===== src/rtl/rv32_pkg.sv =====
// Shared RV32 core constants and types.
//   XLEN      : architectural register width
//   RF_ADDR_W : register index width
//   NUM_REGS  : architectural register count
//   reg_idx_t : register index type
package rv32_pkg;
  localparam int XLEN      = 32;
  localparam int RF_ADDR_W = 5;
  localparam int NUM_REGS  = 32;

  typedef logic [RF_ADDR_W-1:0] reg_idx_t;
endpackage


===== src/rtl/rv32_scoreboard.sv =====
// Busy scoreboard for the integer register file. One bit per architectural
// register, set when issue allocates a destination and cleared when
// writeback commits it. Flush clears everything. x0 is never busy.
// Ports:
//   clk_i, rst_i          clock, async active-high reset
//   flush_i               clear every busy bit
//   commit_we_i/addr_i    commit from writeback (clears)
//   alloc_valid_i/addr_i  destination allocation from issue (sets)
//   busy_vec_o            registered busy vector
module rv32_scoreboard
  import rv32_pkg::*;
#(
  parameter int ADDR_W = RF_ADDR_W
) (
  input  logic                 clk_i,
  input  logic                 rst_i,
  input  logic                 flush_i,
  input  logic                 commit_we_i,
  input  logic [ADDR_W-1:0]    commit_addr_i,
  input  logic                 alloc_valid_i,
  input  logic [ADDR_W-1:0]    alloc_addr_i,
  output logic [2**ADDR_W-1:0] busy_vec_o
);

  logic [2**ADDR_W-1:0] busy_d, busy_q;

  always_comb begin
    busy_d = busy_q;
    if (flush_i) begin
      busy_d = '0;
    end else begin
      if (commit_we_i)   busy_d[commit_addr_i] = 1'b0;
      // Set after clear: a same-index alloc is a newer producer and wins.
      if (alloc_valid_i) busy_d[alloc_addr_i]  = 1'b1;
    end
    busy_d[0] = 1'b0;
  end

  always_ff @(posedge clk_i or posedge rst_i) begin
    if (rst_i) busy_q <= '0;
    else       busy_q <= busy_d;
  end

  assign busy_vec_o = busy_q;

endmodule


===== src/rtl/rv32_regfile.sv =====
// RV32 integer register file: 2**RF_ADDR_W x DATA_W registers, x0 reads 0.
// Two combinational read ports, one synchronous commit port, and a busy
// scoreboard for RAW hazard detection at issue.
// Optional feature macro: RF_BYPASS_EN -- forwards same-cycle commit data
// to the read ports and suppresses the matching busy indication.
// Ports:
//   clk_i, rst_i                          clock, async active-high reset
//   rd_we_i, rd_waddr_i, rd_wdata_i       commit from writeback
//   rs1_addr_i/rs2_addr_i                 read indices
//   rs1_data_o/rs2_data_o                 read data (combinational)
//   alloc_valid_i, alloc_addr_i           destination allocation from issue
//   flush_i                               clear all busy bits
//   rs1_busy_o/rs2_busy_o                 outstanding-producer flags
//   busy_vec_o                            raw scoreboard
module rv32_regfile
  import rv32_pkg::*;
#(
  parameter int DATA_W    = XLEN,
  parameter int RF_ADDR_W = rv32_pkg::RF_ADDR_W
) (
  input  logic                    clk_i,
  input  logic                    rst_i,
  input  logic                    rd_we_i,
  input  logic [RF_ADDR_W-1:0]    rd_waddr_i,
  input  logic [DATA_W-1:0]       rd_wdata_i,
  input  logic [RF_ADDR_W-1:0]    rs1_addr_i,
  input  logic [RF_ADDR_W-1:0]    rs2_addr_i,
  output logic [DATA_W-1:0]       rs1_data_o,
  output logic [DATA_W-1:0]       rs2_data_o,
  input  logic                    alloc_valid_i,
  input  logic [RF_ADDR_W-1:0]    alloc_addr_i,
  input  logic                    flush_i,
  output logic                    rs1_busy_o,
  output logic                    rs2_busy_o,
  output logic [2**RF_ADDR_W-1:0] busy_vec_o
);

  localparam int NREGS  = 2**RF_ADDR_W;
  localparam int NPORTS = 2;

  logic [DATA_W-1:0] regs_d [NREGS];
  logic [DATA_W-1:0] regs_q [NREGS];
  logic [NREGS-1:0]  busy_vec;

  // Storage; flush does not block the write.
  always_comb begin
    regs_d = regs_q;
    if (rd_we_i && rd_waddr_i != '0) regs_d[rd_waddr_i] = rd_wdata_i;
  end

  always_ff @(posedge clk_i or posedge rst_i) begin
    if (rst_i) begin
      for (int i = 0; i < NREGS; i++) regs_q[i] <= '0;
    end else begin
      regs_q <= regs_d;
    end
  end

  rv32_scoreboard #(.ADDR_W(RF_ADDR_W)) u_sb (
    .clk_i         (clk_i),
    .rst_i         (rst_i),
    .flush_i       (flush_i),
    .commit_we_i   (rd_we_i),
    .commit_addr_i (rd_waddr_i),
    .alloc_valid_i (alloc_valid_i),
    .alloc_addr_i  (alloc_addr_i),
    .busy_vec_o    (busy_vec)
  );

  // Read ports, indexed 0 = rs1, 1 = rs2.
  logic [NPORTS-1:0][RF_ADDR_W-1:0] rs_addr;
  logic [NPORTS-1:0][DATA_W-1:0]    rs_data;
  logic [NPORTS-1:0]                rs_busy;

  assign rs_addr = {rs2_addr_i, rs1_addr_i};

  always_comb begin
    rs_data = '0;
    rs_busy = '0;
    for (int p = 0; p < NPORTS; p++) begin
      rs_data[p] = (rs_addr[p] == '0) ? '0 : regs_q[rs_addr[p]];
      rs_busy[p] = busy_vec[rs_addr[p]];
`ifdef RF_BYPASS_EN
      // Gated by reset so outputs stay 0 while reset is held.
      if (!rst_i && rd_we_i && rd_waddr_i == rs_addr[p] && rs_addr[p] != '0) begin
        rs_data[p] = rd_wdata_i;
        rs_busy[p] = 1'b0;
      end
`endif
    end
  end

  assign rs1_data_o = rs_data[0];
  assign rs2_data_o = rs_data[1];
  assign rs1_busy_o = rs_busy[0];
  assign rs2_busy_o = rs_busy[1];
  assign busy_vec_o = busy_vec;

endmodule

===== config.mk =====
export PLATFORM = sky130hd
export DESIGN_NAME = rv32_regfile
export DESIGN_NICKNAME = d
export VERILOG_FILES = /design/src/rtl/rv32_pkg.sv /design/src/rtl/rv32_scoreboard.sv /design/src/rtl/rv32_regfile.sv
export SDC_FILE = /design/constraint.sdc
export NUM_CORES = 2
export LEC_CHECK = 0
export ABC_CLOCK_PERIOD_IN_PS = 41000
export BUFFER_PORTS_ARGS = -buffer_cell sky130_fd_sc_hd__buf_2
export CAP_MARGIN = 25
export CORE_MARGIN = 10
export CORE_UTILIZATION = 40
export CTS_CLUSTER_SIZE = 8
export DETAILED_ROUTE_END_ITERATION = 12
export PLACE_DENSITY = 0.6
export SYNTH_ARGS = -nofsm -noshare
export SYNTH_HDL_FRONTEND = slang
export SYNTH_SLANG_ARGS = --single-unit

===== constraint.sdc =====
create_clock -name clk_i -period 41 [get_ports clk_i]
set_clock_uncertainty 0.05 [all_clocks]
set_input_delay 0 -clock clk_i [delete_from_list [all_inputs] [get_ports clk_i]]
set_output_delay 0 -clock clk_i [all_outputs]
set_load 0.01 [all_outputs]

# After elaboration in Yosys (flattened, before gate mapping)
# Index checks and enable logic that the tools add are counted.
dict set report totals {
  ff_bits 1055
  input_bits 57
  out_inout_bits 98
  wordCells 79
}
dict set report classes {
  n_lt_le_gt_ge 10
  mux 23
  bitwise 6
  reduce_logical 7
}
# cell count
set ops {}
lappend ops {{$bwmux 1024} 1}
lappend ops {{$mux 32} 11}
lappend ops {{$bmux 32 s5} 2}
lappend ops {{$demux 32 s5} 1}
lappend ops {{$and 32x32->32} 1}
lappend ops {{$not 32->32} 1}
lappend ops {{$or 32x32->32} 1}
lappend ops {{$lt 5x6->1 const B} 4}
lappend ops {{$ge 6x6->1 const B} 3}
lappend ops {{$not 5->6} 3}
lappend ops {{$bmux 1 s5} 2}
lappend ops {{$demux 1 s5} 2}
lappend ops {{$ge 5x1->1 const B} 2}
lappend ops {{$logic_not 5->1} 2}
lappend ops {{$lt 6x1->1 const B} 1}
lappend ops {{$reduce_bool 5->1} 1}
lappend ops {{$logic_and 1x1->1} 4}
lappend ops {{$mux 1} 4}

# Logic depth before layout (Yosys ltp)
dict set report depth {
  word_depth 11
  mapped_depth 9
  ltp_nobuf 4
}

# By module
# From an unflattened synthesis, not the netlist that was laid out.
dict set report unflattened {
  hier_cells 3852
  area_unflattened_um2 56514.2
}
# module instances cells_each area_per_inst_um2 seq_area_each_um2
set modules_own_cells {}
lappend modules_own_cells {rv32_regfile 1 3695 55005.3 25624.6}
lappend modules_own_cells {rv32_scoreboard 1 157 1508.9 775.7}

# Least setup slack after synthesis
# No wires, ideal clock.
dict set report synth_timing {
  path_kind {flip-flop to output port}
  start {register u_sb.busy_q[31] (netlist: u_sb.busy_vec_o[31])}
  end {output port rs1_busy_o}
  arrival_time_ns 1.665
  t_required_ns 40.950
  slack_ns 39.285
  path_stages_with_launch 4
  path_cell_list {dfrtp_1 > mux4_2 > mux4_2 > a221o_1}
}
dict set report synth_via {
  elab_chain_len 2
}
# element line_no
set synth_lines {}
lappend synth_lines {{from (decl)} rv32_scoreboard.sv:25} ;# logic [2**ADDR_W-1:0] busy_d, busy_q;
lappend synth_lines {{from (signal assigned)} rv32_scoreboard.sv:41} ;# else busy_q <= busy_d;
lappend synth_lines {{$bmux 1 s5} rv32_regfile.sv:82} ;# rs_busy[p] = busy_vec[rs_addr[p]];
lappend synth_lines {{$mux 1 (not written as such)} rv32_regfile.sv:82}
lappend synth_lines {{to (decl)} rv32_regfile.sv:33} ;# output logic rs1_busy_o,
# Every way passes these cells. The select of a mux whose other input is x is not followed.

==> impl_metrics.ini <==
[sta]
setup_tns_ns = 0
fin_ws_ns = 36.86
period_minus_slack_ns = 4.14
maxSlewHeadroom_pct = 26.9
fmax_mhz = 242
tightest_slew_ns = 1.10
hold_viol = 0
maxSlewViolCount = 0
rsz0062_at_grt = false
fin_crit_sh_pct = 10.1
whs_ns = 0.152
setup_viol = 0

[synth]
synth_seq_cells = 1055
netlist_area_mm2 = 0.0560
synth_cell_type_count = 42
synth.net_count = 3790
yosys_warnings = 0
syn_area_per_cell_um2 = 15.0
synth_cells = 3733
synth-seq-area-share_pct = 47.1

[clock_tree]
root_buffer = clkbuf_16
clkSinkCount = 1055
cts_resized = 0
post_cts_buffers = 0
path_clk_slew_ns = 0.05
cts_buffers = 149
clock_latency_ns = 0.75
htreeDepth = 4
ctsHoldBuffers = 50
tritoncts = done
cts.path.max_buffers = 3

[grt]
grt_max_degree = 169
grt-ovfl-total = 0
grt_pass1_vias = 37900
grt_pass1_wl_mm = 273
grt.total_usage_pct = 23.6
antenna_found_initial = 9

[setup_path]
slowest_delay_ns = 0.82
crit_path_end_kind = asynchronous set/reset pin
critPathTopFamily = buffers and inverters
critical_path.most_common_cell = buf_4
crit_buf_inv = 9
worstSetupPathType = primary input to asynchronous set/reset pin
cp_cell_sequence = dlygate4sd3_1, buf_2, dlygate4sd3_1, inv_8, buf_4, buf_4, buf_4, buf_4, buf_16
required_ns = 41.84
crit_fanout = 117
critPathLaunchType = primary input
arrival_ns = 4.98
crit_path_top_delay_cell = buf_4

[placement]
gp_congestion = 0.826
place_ws_ns = 36.61
dpl.hpwl_mm = 104
io_buffers = 153

[min_path]
hold_path_class = primary input to flip-flop

[finish]
layout_common_cells = 1055 x dfrtp_1, 986 x mux2_2, 491 x mux4_2, 157 x clkbuf_16, 150 x mux2i_1
fillers = 12400
syn_to_final_growth_pct = 11.7
regArea_mm2 = 0.0264
final_util_pct = 44.9
nets = 3796
multiInputGateArea_mm2 = 0.0278
drive_above_1_share_pct = 51.2
mostFrequentLayoutCell = dfrtp_1

[drt]
drt-total-wl_mm = 185
drt-initial-drc-count = 3104
wl_per_cell_um = 32.9
vias = 36200
drc = 0
via_per_inst = 6.43
drt_pass1_iterations = 7
ant_nets = 0

[die]
dieArea_mm2 = 0.155
die_h_um = 394
start_util_pct = 40.2
rows = 137
ioPinCount = 155
dieWidth_um = 394
core_area_mm2 = 0.139

[power_and_ir_drop]
p_total_mw = 3.08
peakVddDrop_mv = 0.0278
p_leak_nw = 27.0
power.density_mw_per_mm2 = 49.3

[outcome]
outcome = finished, final reports clean

[flow_run]
maxCapViolations = 0
## area by class of cell
type / count / share of cell area, %
Multi-Input combinational cell: 2249 / 44.5
Timing Repair Buffer: 283 / 3.23
Sequential cell: 1055 / 42.2
Tap cell: 1876 / 3.75
Clock buffer: 158 / 6.29
Inverter: 1 / 0.0180
Clock inverter: 2 / 0.0280
Antenna cell: 3 / 0.0120
## worst paths after layout
path                                                    start                            end  slack (ns)  depth (start not counted)
worst max register to register  u_sb.busy_vec_o[20]$_DFF_PP0_  u_sb.busy_vec_o[20]$_DFF_PP0_       39.59                          3
min in group asynchronous                               rst_i        regs_q[962]$_DFFE_PP0P_        0.52                          4
worst min-delay path                            rd_waddr_i[3]  u_sb.busy_vec_o[31]$_DFF_PP0_        0.15                          4
worst min register to register       regs_q[1022]$_DFFE_PP0P_       regs_q[1022]$_DFFE_PP0P_        0.34                          0
max in group clk_i                              rs1_addr_i[3]                 rs1_data_o[24]       37.22                          8
worst max-delay path                                    rst_i        regs_q[188]$_DFFE_PP0P_       36.86                          9
## tightest hold or removal path, stage by stage
cell and delay, ns:
buf_2 0.16, nand3_1 0.46, o21ai_0 0.15, a21oi_1 0.14
## per-stage QoR
stage | std cells | instance area [µm²]
after floorplan | 3733 | 56000
after global placement | 5405 | 58000
after detailed placement | 5411 | 58000
after CTS | 5621 | 62500
after global routing | 5624 | 62500
final | 5627 | 62500
## layer usage
metal / global-route usage (%) / part of all wire (%)
met1: 32.0 / 42
met5: 0 / 0.012
met3: 5.04 / 7.1
met2: 37.3 / 47
met4: 8.78 / 3.9
## cell usage after synthesis, drive strengths merged
master | count | area share, %
nor2 | 41 | 0.33
nand2 | 104 | 0.70
or3b | 3 | 0.047
and3 | 31 | 0.35
or3 | 1 | 0.011
buf | 226 | 2.3
a22o | 40 | 0.63
nor3 | 28 | 0.25
a211oi | 40 | 0.54
nor3b | 8 | 0.13
nand3b | 12 | 0.16
mux2 | 994 | 20
dfrtp | 1055 | 47
a21oi | 44 | 0.39
nand3 | 34 | 0.30
o21ai | 25 | 0.22
o221ai | 32 | 0.50
clkbuf | 202 | 1.4
conb | 1 | 0.0067
inv | 1 | 0.0067
or2 | 1 | 0.011
o31a | 1 | 0.016
a221o | 1 | 0.018
nand2b | 1 | 0.011
nand4 | 28 | 0.31
a22oi | 72 | 0.97
a221oi | 1 | 0.016
o22a | 32 | 0.50
and2 | 2 | 0.022
mux2i | 150 | 2.7
nor2b | 27 | 0.30
mux4 | 491 | 20
and3b | 4 | 0.063
## state kept, by name, summed over array words and instances, names as in the netlist
signal	count
u_sb.busy_vec_o	31
regs_q	1024
## where the power goes
part / switching, mW / internal [mW] / total (mW)
clock network: 0.444 / 0.665 / 1.11
registers: 0.146 / 1.24 / 1.38
logic: 0.239 / 0.354 / 0.593
total: 0.828 / 2.26 / 3.08
## logic make-up (layout without fill, tap and decap cells)
kind of cell,Yosys count,after routing,share of synthesized area (%)
flops,1055,1055,47.1
buf+inv,429,444,3.62
simple gates,325,325,3.01
mux,1635,1635,42.4
compound gates,288,288,3.79
other cells,1,4,0.00670
Power figures use the tool's default switching activity.
